### src/rtl/gpr_wb_sched_if.sv
// Bundles the write-back source requests, issue/hazard lookups and the single register-file write port.
// Master drives requests and lookups; slave (the scheduler) returns grants, hazards and the write port.
interface gpr_wb_sched_if #(
   parameter int NSRC = 3,
   parameter int XLEN = 32
);
   logic [NSRC-1:0]      src_valid;
   logic [5*NSRC-1:0]    src_rd;
   logic [XLEN*NSRC-1:0] src_data;
   logic [NSRC-1:0]      src_ready;
   logic                 wb_hold;

   logic                 iss_valid;
   logic [4:0]           iss_rd;
   logic [4:0]           gpr_ra;
   logic [4:0]           gpr_rb;
   logic                 hazard_a;
   logic                 hazard_b;

   logic                 gpr_we;
   logic [4:0]           gpr_rd;
   logic [XLEN-1:0]      gpr_di;
   logic                 busy;

   modport master (
      output src_valid, src_rd, src_data, wb_hold,
      output iss_valid, iss_rd, gpr_ra, gpr_rb,
      input  src_ready, hazard_a, hazard_b, gpr_we, gpr_rd, gpr_di, busy
   );

   modport slave (
      input  src_valid, src_rd, src_data, wb_hold,
      input  iss_valid, iss_rd, gpr_ra, gpr_rb,
      output src_ready, hazard_a, hazard_b, gpr_we, gpr_rd, gpr_di, busy
   );
endinterface

### src/rtl/gpr_wb_sched.sv
// Round-robin write-back arbiter for a single-write-port register file plus RAW scoreboard; write lands 1 cycle after grant.
// Sources are held off (src_ready low) while wb_hold is set or another source wins; hazards are combinational from the scoreboard.
module gpr_wb_sched #(
   parameter int NSRC = 3,
   parameter int XLEN = 32
) (
   input logic          clk,
   input logic          rst_n,
   gpr_wb_sched_if.slave wb
);
   localparam int PW = (NSRC > 1) ? $clog2(NSRC) : 1;

   logic [PW-1:0]   last_q;
   logic [PW-1:0]   winner;
   logic [NSRC-1:0] grant;
   logic            found;
   logic [4:0]      sel_rd;
   logic [XLEN-1:0] sel_data;

   logic            we_q;
   logic [4:0]      rd_q;
   logic [XLEN-1:0] di_q;

   logic [31:0]     pend_q;
   logic [31:0]     pend_d;

   function automatic int rr_idx(input logic [PW-1:0] base, input int k);
      return (int'(base) + 1 + k) % NSRC;
   endfunction

   // Search starts one past the previous winner and wraps, so each source waits at most NSRC cycles.
   always_comb begin
      grant  = '0;
      winner = last_q;
      found  = 1'b0;
      for (int k = 0; k < NSRC; k++) begin
         if (!found && wb.src_valid[rr_idx(last_q, k)]) begin
            grant[rr_idx(last_q, k)] = 1'b1;
            winner                   = PW'(rr_idx(last_q, k));
            found                    = 1'b1;
         end
      end
      if (wb.wb_hold || !rst_n) begin
         grant = '0;
         found = 1'b0;
      end
   end

   assign sel_rd   = wb.src_rd[int'(winner)*5 +: 5];
   assign sel_data = wb.src_data[int'(winner)*XLEN +: XLEN];

   // A newer issue to the same register outranks the write that lands on this edge.
   always_comb begin
      pend_d = pend_q;
      if (we_q) begin
         pend_d[rd_q] = 1'b0;
      end
      if (wb.iss_valid && (wb.iss_rd != 5'd0)) begin
         pend_d[wb.iss_rd] = 1'b1;
      end
      pend_d[0] = 1'b0;
   end

   always_ff @(posedge clk) begin
      if (!rst_n) begin
         last_q <= PW'(NSRC - 1);
         we_q   <= 1'b0;
         rd_q   <= 5'd0;
         di_q   <= '0;
         pend_q <= '0;
      end else begin
         pend_q <= pend_d;
         we_q   <= found && (sel_rd != 5'd0);
         if (found) begin
            last_q <= winner;
         end
         // x0 grants retire the source but leave the port contents alone.
         if (found && (sel_rd != 5'd0)) begin
            rd_q <= sel_rd;
            di_q <= sel_data;
         end
      end
   end

   // Outputs are gated by rst_n so a write registered just before reset never reaches the file.
   assign wb.src_ready = grant;
   assign wb.gpr_we    = we_q & rst_n;
   assign wb.gpr_rd    = rd_q;
   assign wb.gpr_di    = di_q;
   assign wb.hazard_a  = rst_n & pend_q[wb.gpr_ra];
   assign wb.hazard_b  = rst_n & pend_q[wb.gpr_rb];
   assign wb.busy      = rst_n & ((|pend_q) | we_q);

   a_grant_onehot: assert property (@(posedge clk) disable iff (!rst_n)
      $onehot0(wb.src_ready));
   a_grant_valid: assert property (@(posedge clk) disable iff (!rst_n)
      ((wb.src_ready & ~wb.src_valid) == '0));
   a_no_x0_write: assert property (@(posedge clk) disable iff (!rst_n)
      wb.gpr_we |-> (wb.gpr_rd != 5'd0));
endmodule

### src/flat_wrapper.sv
// flat-port wrapper written by rule: the top's interface ports become plain ports
module gpr_wb_sched_flat 
#(
   parameter int NSRC = 3,
   parameter int XLEN = 32
)
  (clk, rst_n, wb_src_valid, wb_src_rd, wb_src_data, wb_wb_hold, wb_iss_valid, wb_iss_rd, wb_gpr_ra, wb_gpr_rb, wb_src_ready, wb_hazard_a, wb_hazard_b, wb_gpr_we, wb_gpr_rd, wb_gpr_di, wb_busy);
  gpr_wb_sched_if #(.NSRC(NSRC), .XLEN(XLEN)) wb_i ();
  input logic clk;
  input logic rst_n;
  input wire logic [$bits(wb_i.src_valid)-1:0] wb_src_valid;
  input wire logic [$bits(wb_i.src_rd)-1:0] wb_src_rd;
  input wire logic [$bits(wb_i.src_data)-1:0] wb_src_data;
  input wire logic [$bits(wb_i.wb_hold)-1:0] wb_wb_hold;
  input wire logic [$bits(wb_i.iss_valid)-1:0] wb_iss_valid;
  input wire logic [$bits(wb_i.iss_rd)-1:0] wb_iss_rd;
  input wire logic [$bits(wb_i.gpr_ra)-1:0] wb_gpr_ra;
  input wire logic [$bits(wb_i.gpr_rb)-1:0] wb_gpr_rb;
  output wire logic [$bits(wb_i.src_ready)-1:0] wb_src_ready;
  output wire logic [$bits(wb_i.hazard_a)-1:0] wb_hazard_a;
  output wire logic [$bits(wb_i.hazard_b)-1:0] wb_hazard_b;
  output wire logic [$bits(wb_i.gpr_we)-1:0] wb_gpr_we;
  output wire logic [$bits(wb_i.gpr_rd)-1:0] wb_gpr_rd;
  output wire logic [$bits(wb_i.gpr_di)-1:0] wb_gpr_di;
  output wire logic [$bits(wb_i.busy)-1:0] wb_busy;
  assign wb_i.src_valid = wb_src_valid;
  assign wb_i.src_rd = wb_src_rd;
  assign wb_i.src_data = wb_src_data;
  assign wb_i.wb_hold = wb_wb_hold;
  assign wb_i.iss_valid = wb_iss_valid;
  assign wb_i.iss_rd = wb_iss_rd;
  assign wb_i.gpr_ra = wb_gpr_ra;
  assign wb_i.gpr_rb = wb_gpr_rb;
  assign wb_src_ready = wb_i.src_ready;
  assign wb_hazard_a = wb_i.hazard_a;
  assign wb_hazard_b = wb_i.hazard_b;
  assign wb_gpr_we = wb_i.gpr_we;
  assign wb_gpr_rd = wb_i.gpr_rd;
  assign wb_gpr_di = wb_i.gpr_di;
  assign wb_busy = wb_i.busy;
  gpr_wb_sched #(.NSRC(NSRC), .XLEN(XLEN)) u_core (.clk(clk), .rst_n(rst_n), .wb(wb_i));
endmodule
### config.mk
export PLATFORM = sky130hd
export DESIGN_NAME = gpr_wb_sched_flat
export DESIGN_NICKNAME = d
export VERILOG_FILES = /design/src/rtl/gpr_wb_sched_if.sv /design/src/rtl/gpr_wb_sched.sv /design/src/flat_wrapper.sv
export SDC_FILE = /design/constraint.sdc
export NUM_CORES = 1
export LEC_CHECK = 0
export ABC_AREA = 0
export CAP_MARGIN = 10
export CORE_UTILIZATION = 40
export DETAILED_ROUTE_END_ITERATION = 7
export MAX_ROUTING_LAYER = met4
export PLACE_DENSITY = 0.78
export SLEW_MARGIN = 20
export SYNTH_ARGS = -nofsm -noshare
export SYNTH_HDL_FRONTEND = slang
export SYNTH_SLANG_ARGS = --single-unit
### constraint.sdc
create_clock -name clk -period 3.57 [get_ports clk]
set_input_delay 0.357 -clock clk [delete_from_list [all_inputs] [get_ports clk]]
set_output_delay 0.357 -clock clk [all_outputs]
set_load 0.02 [all_outputs]
==> flow_summary.yaml <==
cts:
  cts_buffer_depth: 2
  clk_pin_slew_ps: 60
  cts_hold_buffers: 0
  cts_sinks: 71
  worstSkewPairLatency_ps: 330
  cts_inserted_buffers: 9
  cts_root_buf: "clkbuf_16"
  htreeDepth: 3
  cts_tree: "built"
pwr:
  power_density_mw_per_mm2: 822
  power.share.clock_pct: 15.1
  leakage_nw: 2.46
  power.switching_mw: 2.51
  combinationalPowerShare_pct: 65.1
  peakVddDrop_mv: 0.654
  total_power_mw: 5.65
  netSwitchingFraction_pct: 44.4
  internal-power_mw: 3.14
  p_seq_share_pct: 19.8
critical_path:
  crit_slowest_cell: "and4bb_4"
  crit_path_start_kind: "flop"
  critical_path.cell_chain: "inv_1 -> ha_4 -> mux2i_2 -> a2bb2oi_2 -> nor2_1 -> a31oi_4 -> buf_4 -> mux2i_1 -> o2bb2ai_1 -> and4bb_4 -> buf_4 -> and2_1 -> buf_4 -> o221a_2"
  criticalPathCategory: "reg2reg"
  cp_max_fo: 10
  max_stage_delay_ps: 380
  cp_top_family: "compound AO/OA/AOI/OAI gates"
  cp.required_ps: 3840
  worst_path_most_repeated_cell: "buf_4"
  endpoint_kind: "flop"
  cp.arrival_ps: 3670
  worst-path-buf-inv: 4
route:
  avgViaCountPerCell: 5.89
  drt_iter0_drc: 369
  drcViolationCount: 0
  ant_nets: 0
  drt_first_pass_iters: 5
  wirelength_um: 15600
  vias: 4756
  wl_per_cell_um: 19.4
layout:
  fillers: 919
  finalNonFillerCells: 808
  drive_above_1_share_pct: 17.2
  nets: 800
  fin_util_pct: 62.6
  fin_area_mm2: 0.00687
  syn_to_final_growth_pct: 50.7
  diodes: 0
floorplan:
  start_util_pct: 41.5
  num_io_pins: 177
  rows: 38
  die-area_mm2: 0.0118
  fp.dieW_um: 109
  dieHeight_um: 109
  core-area_mm2: 0.0110
synth:
  ys_ff_latch: 71
  syn-num-nets: 627
  synthXorXnorAreaFrac_pct: 0
  synth_simple_gate_area_share_pct: 15.1
  syn_area_mm2: 0.00456
  syn_inst: 490
  synth_top_area_cell: "dfxtp_1"
  synth_seq_area_share_pct: 31.2
  yosysMostFrequentCell: "nand2_1"
  avgSynthCellArea_um2: 9.31
  synthMuxAreaShare_pct: 18.8
  synth_fa_ha_area_share_pct: 1.10
  ys_types: 50
  synth_edf_count: 0
  synthTopCellsByArea: "dfxtp_1 31%, mux4_2 8.9%, mux2i_1 8.8%"
  yosysWarnings: 0
  ys_top_cells_by_count: "73 x nand2_1, 71 x dfxtp_1, 40 x mux2i_1, 37 x o21ai_0, 34 x o211ai_1"
  synth_top_family_by_area: "compound AO/OA/AOI/OAI gates"
  synth.top_cell.area_share_pct: 31.2
  synthArstFlopShare_pct: 0
  synth_flop_cell: "dfxtp_1"
  synth_compound_area_share_pct: 28.9
sta:
  fin_crit_ps: 3390
  tightest_slew_ps: 722
  fin_crit_sh_pct: 95.1
  fmax_mhz: 295
  rsz0062_at_grt: "false"
  hold_violations: 0
  relSlewSlack_pct: 51.9
  hold_slack_ps: 522
  clock_skew_ps: 6.66
  slew_violations: 0
  setup_viol: 0
grt:
  gr-total-overflow: 0
  grt_pass1_wl_um: 23400
  grt_max_degree: 77
  antenna_found_initial: 0
  grt_pass1_vias: 4554
  grt_use_total_pct: 26.2
outcome:
  status: "completed"
place:
  placed_cells: 789
  place.gp.congestion: 0.904
  place_hpwl_um: 11500
  dpl_cell_area_mm2: 0.00651
  port_buffers: 176
job:
  maxCapViolCount: 0
worst_hold_path:
  hold_class: "reg2reg"
## cells in the final DEF (no fill, tap or decap), types with 3 or more instances in the layout
cell type	n
a21boi_0	31
a21oi_1	3
a22oi_1	3
a2bb2oi_2	3
and3b_1	3
buf_4	25
clkbuf_16	9
clkdlybuf4s50_1	175
dfxtp_1	71
inv_1	5
inv_6	3
mux2i_1	39
mux4_2	18
nand2_1	73
nand2b_1	3
nand3_1	9
nand3b_1	8
nand4_1	5
nor2_1	13
nor2b_1	3
nor3b_1	4
nor4_1	8
o211ai_1	34
o21ai_0	37
o221a_1	4
o221a_2	29
or3b_2	3
## through the flow
step	setup TNS (ps)	worst slack (ps)
CTS	0	70.2
global route	0	13.7
global placement	0	59.4
finish	0	177
detailed placement	-2470	-90.3
floorplan	0	341
## cell type report
| cell class | instances | area (um2) | area share [%] |
|---|---|---|---|
| multi-input combinational | 374 | 3000 | 43.7 |
| timing repair buffer | 202 | 1960 | 28.6 |
| sequential | 71 | 1420 | 20.7 |
| clock buffer | 9 | 225 | 3.28 |
| tap | 140 | 175 | 2.55 |
| clock inverter | 7 | 62.6 | 0.910 |
| inverter | 5 | 18.8 | 0.273 |
## worst paths after layout
path,start,end,slack (ps),cells past startpoint
setup / recovery,u_core.last_q[0]$_SDFFE_PN0P_,u_core.wb.gpr_di[6]$_SDFFE_PN0P_,180,14
hold / removal,u_core.pend_q[12]$_SDFF_PN0_,u_core.pend_q[12]$_SDFF_PN0_,520,2
setup reg to reg,u_core.last_q[0]$_SDFFE_PN0P_,u_core.wb.gpr_di[6]$_SDFFE_PN0P_,180,14
hold reg to reg,u_core.pend_q[12]$_SDFF_PN0_,u_core.pend_q[12]$_SDFF_PN0_,520,2
## state kept, by name (all words and copies together) (netlist names)
signal            count
u_core.wb.gpr_di     32
u_core.pend_q        31
u_core.wb.gpr_rd      5
u_core.last_q         2
u_core.we_q           1
## tightest hold or removal path: cells and delay by family, from the launching register on
family | cells | cell delay [ps]
flops | 1 | 330
compound gates | 2 | 140
## power by group through the flow
| stage | Clock, mW | Sequential, mW | Combinational, mW |
|---|---|---|---|
| 2_1_floorplan | 0 | 1.25 | 2.12 |
| 3_3_place_gp | 0 | 1.12 | 3.37 |
| 3_5_place_dp | 0 | 1.13 | 3.48 |
| 4_1_cts | 0.864 | 1.11 | 3.55 |
| 5_1_grt | 0.900 | 1.14 | 3.92 |
| 6_report | 0.854 | 1.12 | 3.68 |
## cells by family after synthesis
kind of cell             count (synthesis)
AO/OA/AOI/OAI                          167
adder cells (fa/ha/maj)                  4
buffers and inverters                   46
flip-flops                              71
multiplexers                            62
AND/OR/NAND/NOR                        140
## repair_timing
| item | CTS | global route |
|---|---|---|
| resized for setup | 3 | 7 |
| gates cloned | 1 | 0 |
| buffers inserted | 0 | 2 |
| hold endpoints to repair | 0 | 0 |
| pin swaps | 1 | 1 |
| setup endpoints to repair | 33 | 35 |
## per-layer routing
layer / routed length (um) / track usage [%] / vias up
met5: 0 / - / -
met4: 250 / 7.24 / 0
met3: 1010 / 4.24 / 21
met2: 7930 / 43.5 / 201
met1: 6460 / 33.0 / 2278
li1: - / - / 2256
No activity file was read; power rests on OpenSTA's default activity.
